File: src/rtl/fifo_wr_arbiter.sv
// Round-robin burst arbiter sharing one FIFO write port among NUM_REQ requesters.
// Grant is registered, 1 cycle after request; W_INC/WR_DATA are combinational; FIFO_FULL stalls beats.
// FIFO_FULL holds the grant and beat count; the grant releases on the burst limit or when the request drops.
module fifo_wr_arbiter #(
    parameter int NUM_REQ    = 4,
    parameter int DATA_WIDTH = 8,
    parameter int ID_WIDTH   = 2,
    parameter int BURST_MAX  = 4
) (
    input  logic                           CLK,
    input  logic                           RST,
    input  logic [NUM_REQ-1:0]             REQ,
    input  logic [NUM_REQ*DATA_WIDTH-1:0]  REQ_DATA,
    input  logic                           FIFO_FULL,
    output logic [NUM_REQ-1:0]             GNT,
    output logic                           W_INC,
    output logic [DATA_WIDTH-1:0]          WR_DATA,
    output logic [ID_WIDTH-1:0]            CUR_ID,
    output logic                           BUSY
);

    localparam int CNT_W = 4;

    typedef enum logic {
        S_IDLE  = 1'b0,
        S_GRANT = 1'b1
    } state_e;

    state_e                state_q, state_d;
    logic [NUM_REQ-1:0]    gnt_q, gnt_d;
    logic [ID_WIDTH-1:0]   cur_id_q, cur_id_d;
    logic [ID_WIDTH-1:0]   ptr_q, ptr_d;
    logic [CNT_W-1:0]      beat_cnt_q, beat_cnt_d;

    logic                  pick_vld;
    logic [ID_WIDTH-1:0]   pick_id;
    logic                  req_g;
    logic [DATA_WIDTH-1:0] data_g;
    logic                  accept;
    logic                  release_g;
    logic [ID_WIDTH-1:0]   next_id;

    // Rotating priority search: scanning k downward lets the smallest offset from ptr win.
    always_comb begin
        pick_vld = 1'b0;
        pick_id  = '0;
        for (int k = NUM_REQ - 1; k >= 0; k--) begin
            for (int i = 0; i < NUM_REQ; i++) begin
                if (i == (int'(ptr_q) + k) % NUM_REQ && REQ[i]) begin
                    pick_vld = 1'b1;
                    pick_id  = ID_WIDTH'(i);
                end
            end
        end
    end

    always_comb begin
        req_g  = 1'b0;
        data_g = '0;
        for (int i = 0; i < NUM_REQ; i++) begin
            if (cur_id_q == ID_WIDTH'(i)) begin
                req_g  = REQ[i];
                data_g = REQ_DATA[i*DATA_WIDTH +: DATA_WIDTH];
            end
        end
    end

    assign accept    = (state_q == S_GRANT) && req_g && !FIFO_FULL;
    assign release_g = !req_g || (accept && beat_cnt_q == CNT_W'(BURST_MAX - 1));
    assign next_id   = (cur_id_q == ID_WIDTH'(NUM_REQ - 1)) ? '0 : cur_id_q + 1'b1;

    always_comb begin
        state_d    = state_q;
        gnt_d      = gnt_q;
        cur_id_d   = cur_id_q;
        ptr_d      = ptr_q;
        beat_cnt_d = beat_cnt_q;
        case (state_q)
            S_IDLE: begin
                if (pick_vld) begin
                    state_d    = S_GRANT;
                    gnt_d      = NUM_REQ'(1) << pick_id;
                    cur_id_d   = pick_id;
                    beat_cnt_d = '0;
                end
            end
            S_GRANT: begin
                if (release_g) begin
                    state_d    = S_IDLE;
                    gnt_d      = '0;
                    cur_id_d   = '0;
                    ptr_d      = next_id;
                    beat_cnt_d = '0;
                end else if (accept) begin
                    beat_cnt_d = beat_cnt_q + 1'b1;
                end
            end
            default: begin
                state_d = S_IDLE;
            end
        endcase
    end

    always_ff @(posedge CLK) begin
        if (RST) begin
            state_q    <= S_IDLE;
            gnt_q      <= '0;
            cur_id_q   <= '0;
            ptr_q      <= '0;
            beat_cnt_q <= '0;
        end else begin
            state_q    <= state_d;
            gnt_q      <= gnt_d;
            cur_id_q   <= cur_id_d;
            ptr_q      <= ptr_d;
            beat_cnt_q <= beat_cnt_d;
        end
    end

    // The write strobe is suppressed during reset, even though the grant registers still show the old burst.
    assign W_INC   = accept && !RST;
    assign WR_DATA = (state_q == S_GRANT) ? data_g : '0;
    assign GNT     = gnt_q;
    assign CUR_ID  = cur_id_q;
    assign BUSY    = (state_q == S_GRANT);

endmodule

File: config.mk
export PLATFORM = sky130hd
export DESIGN_NAME = fifo_wr_arbiter
export DESIGN_NICKNAME = d
export VERILOG_FILES = /design/src/rtl/fifo_wr_arbiter.sv
export SDC_FILE = /design/constraint.sdc
export NUM_CORES = 1
export LEC_CHECK = 0
export ABC_AREA = 0
export ABC_CLOCK_PERIOD_IN_PS = 4800
export CORE_UTILIZATION = 43
export CTS_BUF_LIST = sky130_fd_sc_hd__clkbuf_2 sky130_fd_sc_hd__clkbuf_4 sky130_fd_sc_hd__clkbuf_8
export CTS_CLUSTER_SIZE = 14
export DETAILED_ROUTE_END_ITERATION = 16
export PLACE_DENSITY = 0.88
export SLEW_MARGIN = 20
export SYNTH_ARGS = -nofsm -noshare
export SYNTH_HDL_FRONTEND = slang
export SYNTH_SLANG_ARGS = --single-unit
export TNS_END_PERCENT = 100
File: constraint.sdc
create_clock -name CLK -period 4.8 [get_ports CLK]
set_input_delay 1.2 -clock CLK [delete_from_list [all_inputs] [get_ports CLK]]
set_output_delay 1.2 -clock CLK [all_outputs]
set_load 0.1 [all_outputs]
==> out/results.tsv, run 1 <==
metric	value	unit
outcome	finished, final reports clean	
max-clock-path-buffers	2	
syn-num-nets	186	
clk_pin_slew	0.08	ns
start_util	46.4	%
grt_pass1_vias	1188	
r2r_cells	7	
cp-start-kind	input pin	
drv_cap	0	
grt_pass1_wl	5010	µm
r2r-start	CUR_ID[0]	
num_rows	17	
min_to	GNT[0]	
end_kind	output pin	
ys_types	34	
hold_depth	2	
synth_area_per_cell	7.30	µm²
powerDensity	278	nW/µm²
netlist_instances	142	
dpl_cell_area	1570	µm²
finalNonFillerCells	220	
die_x	51.1	µm
synth.cell_area	1040	µm²
tightest_slew	0.978	ns
dp_cells	216	
gp_congestion	0.849	
path_max_fanout	6	
clock_latency	0.28	ns
ir_worst_vdd	213	µV
vias	1223	
yosys_register_bits	13	
wl	3140	µm
grt.overflow.total	0	
drive_gt1_share	10.4	%
cts_made_buffers	3	
fin_worst_skew	0.00371	ns
p_int	0.235	mW
cts.sinks	13	
final_cell_area	1600	µm²
rsz0062_at_grt	false	
h-tree-depth	1	
required	3.60	ns
wl_per_cell	14.3	µm
comb_power_share	55.9	%
cts_tree	built	
yosys_warnings	0	
seqPwrFrac	27.6	%
antenna_left	0	
synth_flop_cell	dfxtp_1	
post-route-period-util	84.0	%
post_cts_buffers	0	
critPathKind	input pin to output pin	
rr_endpoint	ptr_q[0]	
setup_viol	0	
hold_violations	0	
switching_share	47.1	%
firstDrtPassIters	4	
vias_per_cell	5.56	
core_area	2230	µm²
clock-root-buffer	clkbuf_4	
cts_resized	0	
hpwl	2340	µm
max_freq	0.248	GHz
final_nets	237	
antenna_found_initial	0	
relSlewSlack	34.6	%
tns	0	ns
synth_seq_area_share	25.1	%
track_usage	25.4	%
pin_count	55	
clkPwrFrac	16.5	%
switching_power	0.209	mW
drc	0	
area_growth	54.4	%
hp-class	register to register	
arrival	2.83	ns
hold_buffers	0	
n_antenna_cell	0	
min_from	GNT[0]	
dp_slack	0.807	ns
grt_max_degree	21	
fin_ws	0.769	ns
synth_largest_area_cell	dfxtp_1	
synthTopCellsByArea	dfxtp_1 (25%), a21oi_1 (10%), ha_1 (6.0%), nor2_1 (5.1%), a221oi_1 (5.1%)	
design.die.area	2610	µm²
r2r_setup_slack	2.43	ns
yosysTopAreaCellShare	25.1	%
port_buffers	54	
async_flop_share	0	%
min_period	4.03	ns
chipHeight	51.1	µm
drv_slew	0	
synth_edf_count	0	
power.leakage	0.617	nW
initialDrtViolationCount	34	
## power by group through the flow
stage | clock, mW | sequential (mW) | combinational [mW]
6_report | 0.0731 | 0.123 | 0.249
3_5_place_dp | 0 | 0.125 | 0.247
2_1_floorplan | 0 | 0.158 | 0.143
5_1_grt | 0.0800 | 0.124 | 0.263
4_1_cts | 0.0760 | 0.123 | 0.248
3_3_place_gp | 0 | 0.125 | 0.242
## kinds of logic after synthesis
kind of cell               after synthesis  share of synthesized area (%)
adders and majority gates                5                           6.03
DFF                                     13                           25.1
AOI/OAI and AO/OA                       41                           25.6
muxes                                    2                           1.93
buffers and inverters                   13                           5.43
and+or+nand+nor                         66                           34.3
xor gates and xnor gates                 2                           1.69
## synthesized netlist by cell type, types with 2 or more instances
cell type and instances:
nor2_1 14, inv_1 4, a21oi_1 21, ha_1 5, nand2_1 12, a2111oi_0 2, mux2i_1 2, dfxtp_1 13
a221oi_1 6, nand3b_1 4, nor3_1 6, nor3b_1 3, o21ai_0 4, xnor2_1 2, or3_1 3, nor2b_1 8
or2_2 2, and2_1 3, clkbuf_1 7, nand3_1 7
## per-layer routing
layer / track usage [%] / up-vias / part of all wire, % / routed length, µm
met5: 0 / - / 0 / 0
li1: - / 610 / - / -
met3: 7.74 / 6 / 12 / 392
met4: 13.9 / 0 / 1.5 / 47
met1: 25.9 / 542 / 40 / 1260
met2: 45.4 / 65 / 46 / 1440
## worst max-delay path: stages
cell and delay, ns:
clkdlybuf4s50_1 0.57, a21oi_1 0.13, nand2_1 0.13, nand2_1 0.09, a2111oi_4 0.36, buf_4 0.36
## how the worst max path moves through the flow
stage / start / endpoint / slack (ns)
after floorplan: CUR_ID[1] / WR_DATA[1] / 0.33
after global routing: REQ[1] / W_INC / 0.65
after CTS: REQ[1] / W_INC / 0.80
after detailed placement: REQ[1] / W_INC / 0.81
final: REQ[1] / W_INC / 0.77
after global placement: REQ[1] / W_INC / 0.88
## state kept, by name (all words and copies together) (netlist names)
| register | cells |
|---|---|
| GNT | 4 |
| BUSY | 1 |
| beat_cnt_q | 4 |
| CUR_ID | 2 |
| ptr_q | 2 |
## layout make-up
type,count,area (µm²)
clock buffers,4,30.0
fillers,173,632
inverters,5,18.8
multi-input cells,116,739
flip-flops and latches,13,260
well taps,28,35.0
repair buffers,54,518
## through the flow
stage	hold WS, ns	power [mW]	util, %
after floorplan	0.454	0.300	-
after global placement	0.456	0.367	70.4
after detailed placement	0.463	0.372	70.4
after CTS	0.475	0.446	71.7
after global routing	0.501	0.467	71.7
final	0.476	0.444	71.7
## cells in the final DEF, fill, tap and decap left out, types with 2 or more instances in the layout
cell	count
a21oi_1	21
a221oi_1	6
and2_1	3
buf_4	9
clkbuf_4	4
clkdlybuf4s50_1	45
dfxtp_1	13
ha_1	5
inv_1	4
mux2i_1	2
nand2_1	12
nand3_1	7
nand3b_1	4
nor2_1	14
nor2b_1	8
nor3_1	6
nor3b_1	3
o21ai_0	4
or2_2	2
or3_1	3
xnor2_1	2
Power figures use the tool's default switching activity.
==> inputs of run 2 (changes only) <==
- ABC_CLOCK_PERIOD_IN_PS: 4800 -> 3650
- CORE_UTILIZATION: 43 -> 36
- PLACE_DENSITY: 0.88 -> 0.78
- clock period: 4.8 -> 3.65 ns (I/O delays scaled with it)
==> run 2 against run 1 <==
  * Non-clock buffer count increased by 1
  * Global-route usage is 4.2 points lower
  * First-iteration DRC count rose by 97%
  * Cell count rose by 1.8%
  * Final area is 8.6% higher
  * Sequential share of layout area down 0.93 points
==> out/results.tsv, run 2 (synthesis gave the netlist of run 1 again) <==
metric	value	unit
core_area	2730	µm²
r2r_setup_slack	1.15	ns
cp-start-kind	input pin	
drv_slew	0	
n_antenna_cell	0	
switching_share	46.1	%
cts_tree	built	
clock_latency	0.30	ns
num_rows	19	
critPathMaxStageDelay	0.59	ns
track_usage	21.1	%
power.leakage	0.657	nW
crit_top_cell	nand2_1	
drv_cap	0	
antenna_left	0	
max_freq	0.292	GHz
post_cts_buffers	0	
relSlewSlack	34.9	%
slowest_stage	clkdlybuf4s50_1	
wl_per_cell	14.5	µm
gp_congestion	0.838	
tns	0	ns
drive_gt1_share	17.1	%
area_growth	67.7	%
chipHeight	55.7	µm
clk_pin_slew	0.09	ns
min_period	3.43	ns
hold_violations	0	
layout_commonest_cell	clkdlybuf4s50_1	
final_nets	238	
nFillCells	240	
ir_worst_vdd	336	µV
vias	1260	
grt_pass1_wl	5220	µm
max-clock-path-buffers	2	
switching_power	0.291	mW
powerDensity	363	nW/µm²
rsz0062_at_grt	false	
pin_count	55	
grt_max_degree	21	
outcome	finished, final reports clean	
start_util	37.9	%
end_kind	output pin	
required	2.74	ns
crit_chain	clkdlybuf4s50_1, a21oi_1, nand2_1, nand2_1, a2111oi_4, buf_12	
design.die.area	3100	µm²
clock-root-buffer	clkbuf_4	
critPathKind	input pin to output pin	
cts_resized	0	
cts.sinks	13	
drc	0	
final_cell_mix	clkdlybuf4s50_1 (42), a21oi_1 (21), nand2_1 (12)	
wl	3260	µm
seqPwrFrac	25.7	%
fin_total_pwr	0.631	mW
comb_power_share	58.1	%
grt.overflow.total	0	
tightest_slew	0.973	ns
setup_viol	0	
antenna_found_initial	0	
h-tree-depth	1	
p_int	0.340	mW
clkPwrFrac	16.3	%
post-route-period-util	93.9	%
vias_per_cell	5.63	
grt_pass1_vias	1167	
firstDrtPassIters	4	
port_buffers	54	
cts_made_buffers	3	
die_x	55.7	µm
fin_worst_skew	0.0142	ns
path_max_fanout	6	
initialDrtViolationCount	67	
hp-class	register to register	
hold_buffers	0	
arrival	2.52	ns
hpwl	2520	µm
-- run 2: cell count changes in the layout (fill, tap and decap cells not counted), moves of 2 or more --
cell / delta
dfxtp_2: +2
nor2_1: -6
dfxtp_1: -3
buf_12: +9
clkdlybuf4s50_1: -3
buf_4: -5
nor2_2: +6
-- run 2: per-stage QoR --
| stage | instances | area [µm²] | hold WS (ns) | worst slack (ns) | utilization (%) |
|---|---|---|---|---|---|
| final | 224 | 1740 | 0.489 | 0.221 | 63.6 |
| after global placement | 220 | 1710 | 0.461 | 0.300 | 62.5 |
| after floorplan | 142 | 1080 | 0.454 | 0.155 | - |
| after CTS | 224 | 1740 | 0.489 | 0.245 | 63.6 |
| after global routing | 224 | 1740 | 0.510 | 0.180 | 63.6 |
| after detailed placement | 220 | 1710 | 0.474 | 0.245 | 62.5 |
-- run 2: layer usage --
| metal | GRT usage [%] | vias to the layer above | wire length, µm |
|---|---|---|---|
| met5 | 0 | - | 0 |
| met4 | 7.50 | 0 | 43 |
| met3 | 4.42 | 5 | 297 |
| met2 | 36.3 | 66 | 1540 |
| met1 | 26.0 | 573 | 1380 |
| li1 | - | 616 | - |
-- run 2: path summary, 6_finish.rpt --
kind / startpoint / endpoint / cells past startpoint
max: REQ[1] / W_INC / 6
min: GNT[2] / GNT[2] / 2
min reg2reg: GNT[2] / GNT[2] / 2
max reg2reg: CUR_ID[0] / beat_cnt_q[1] / 7
-- run 2: cell type report --
cell class / count / area, µm² / share of cell area, %
inverters: 5 / 18.8 / 1.08
multi-input cells: 116 / 754 / 43.4
clock buffers: 4 / 30.0 / 1.73
well taps: 31 / 38.8 / 2.23
flip-flops and latches: 13 / 267 / 15.3
repair buffers: 55 / 631 / 36.3
-- run 2: critical path, delay by kind of cell --
kind,cells,cell delay [ns]
buffers and inverters,2,0.82
AOI/OAI and AO/OA,2,0.57
and+or+nand+nor,2,0.21
-- run 2: power by group through the flow --
stage          clock (mW)  combinational [mW]  sequential [mW]
2_1_floorplan           0               0.193            0.208
3_3_place_gp            0               0.361            0.165
3_5_place_dp            0               0.366            0.165
4_1_cts             0.100               0.367            0.162
5_1_grt             0.109               0.386            0.164
6_report            0.103               0.366            0.162
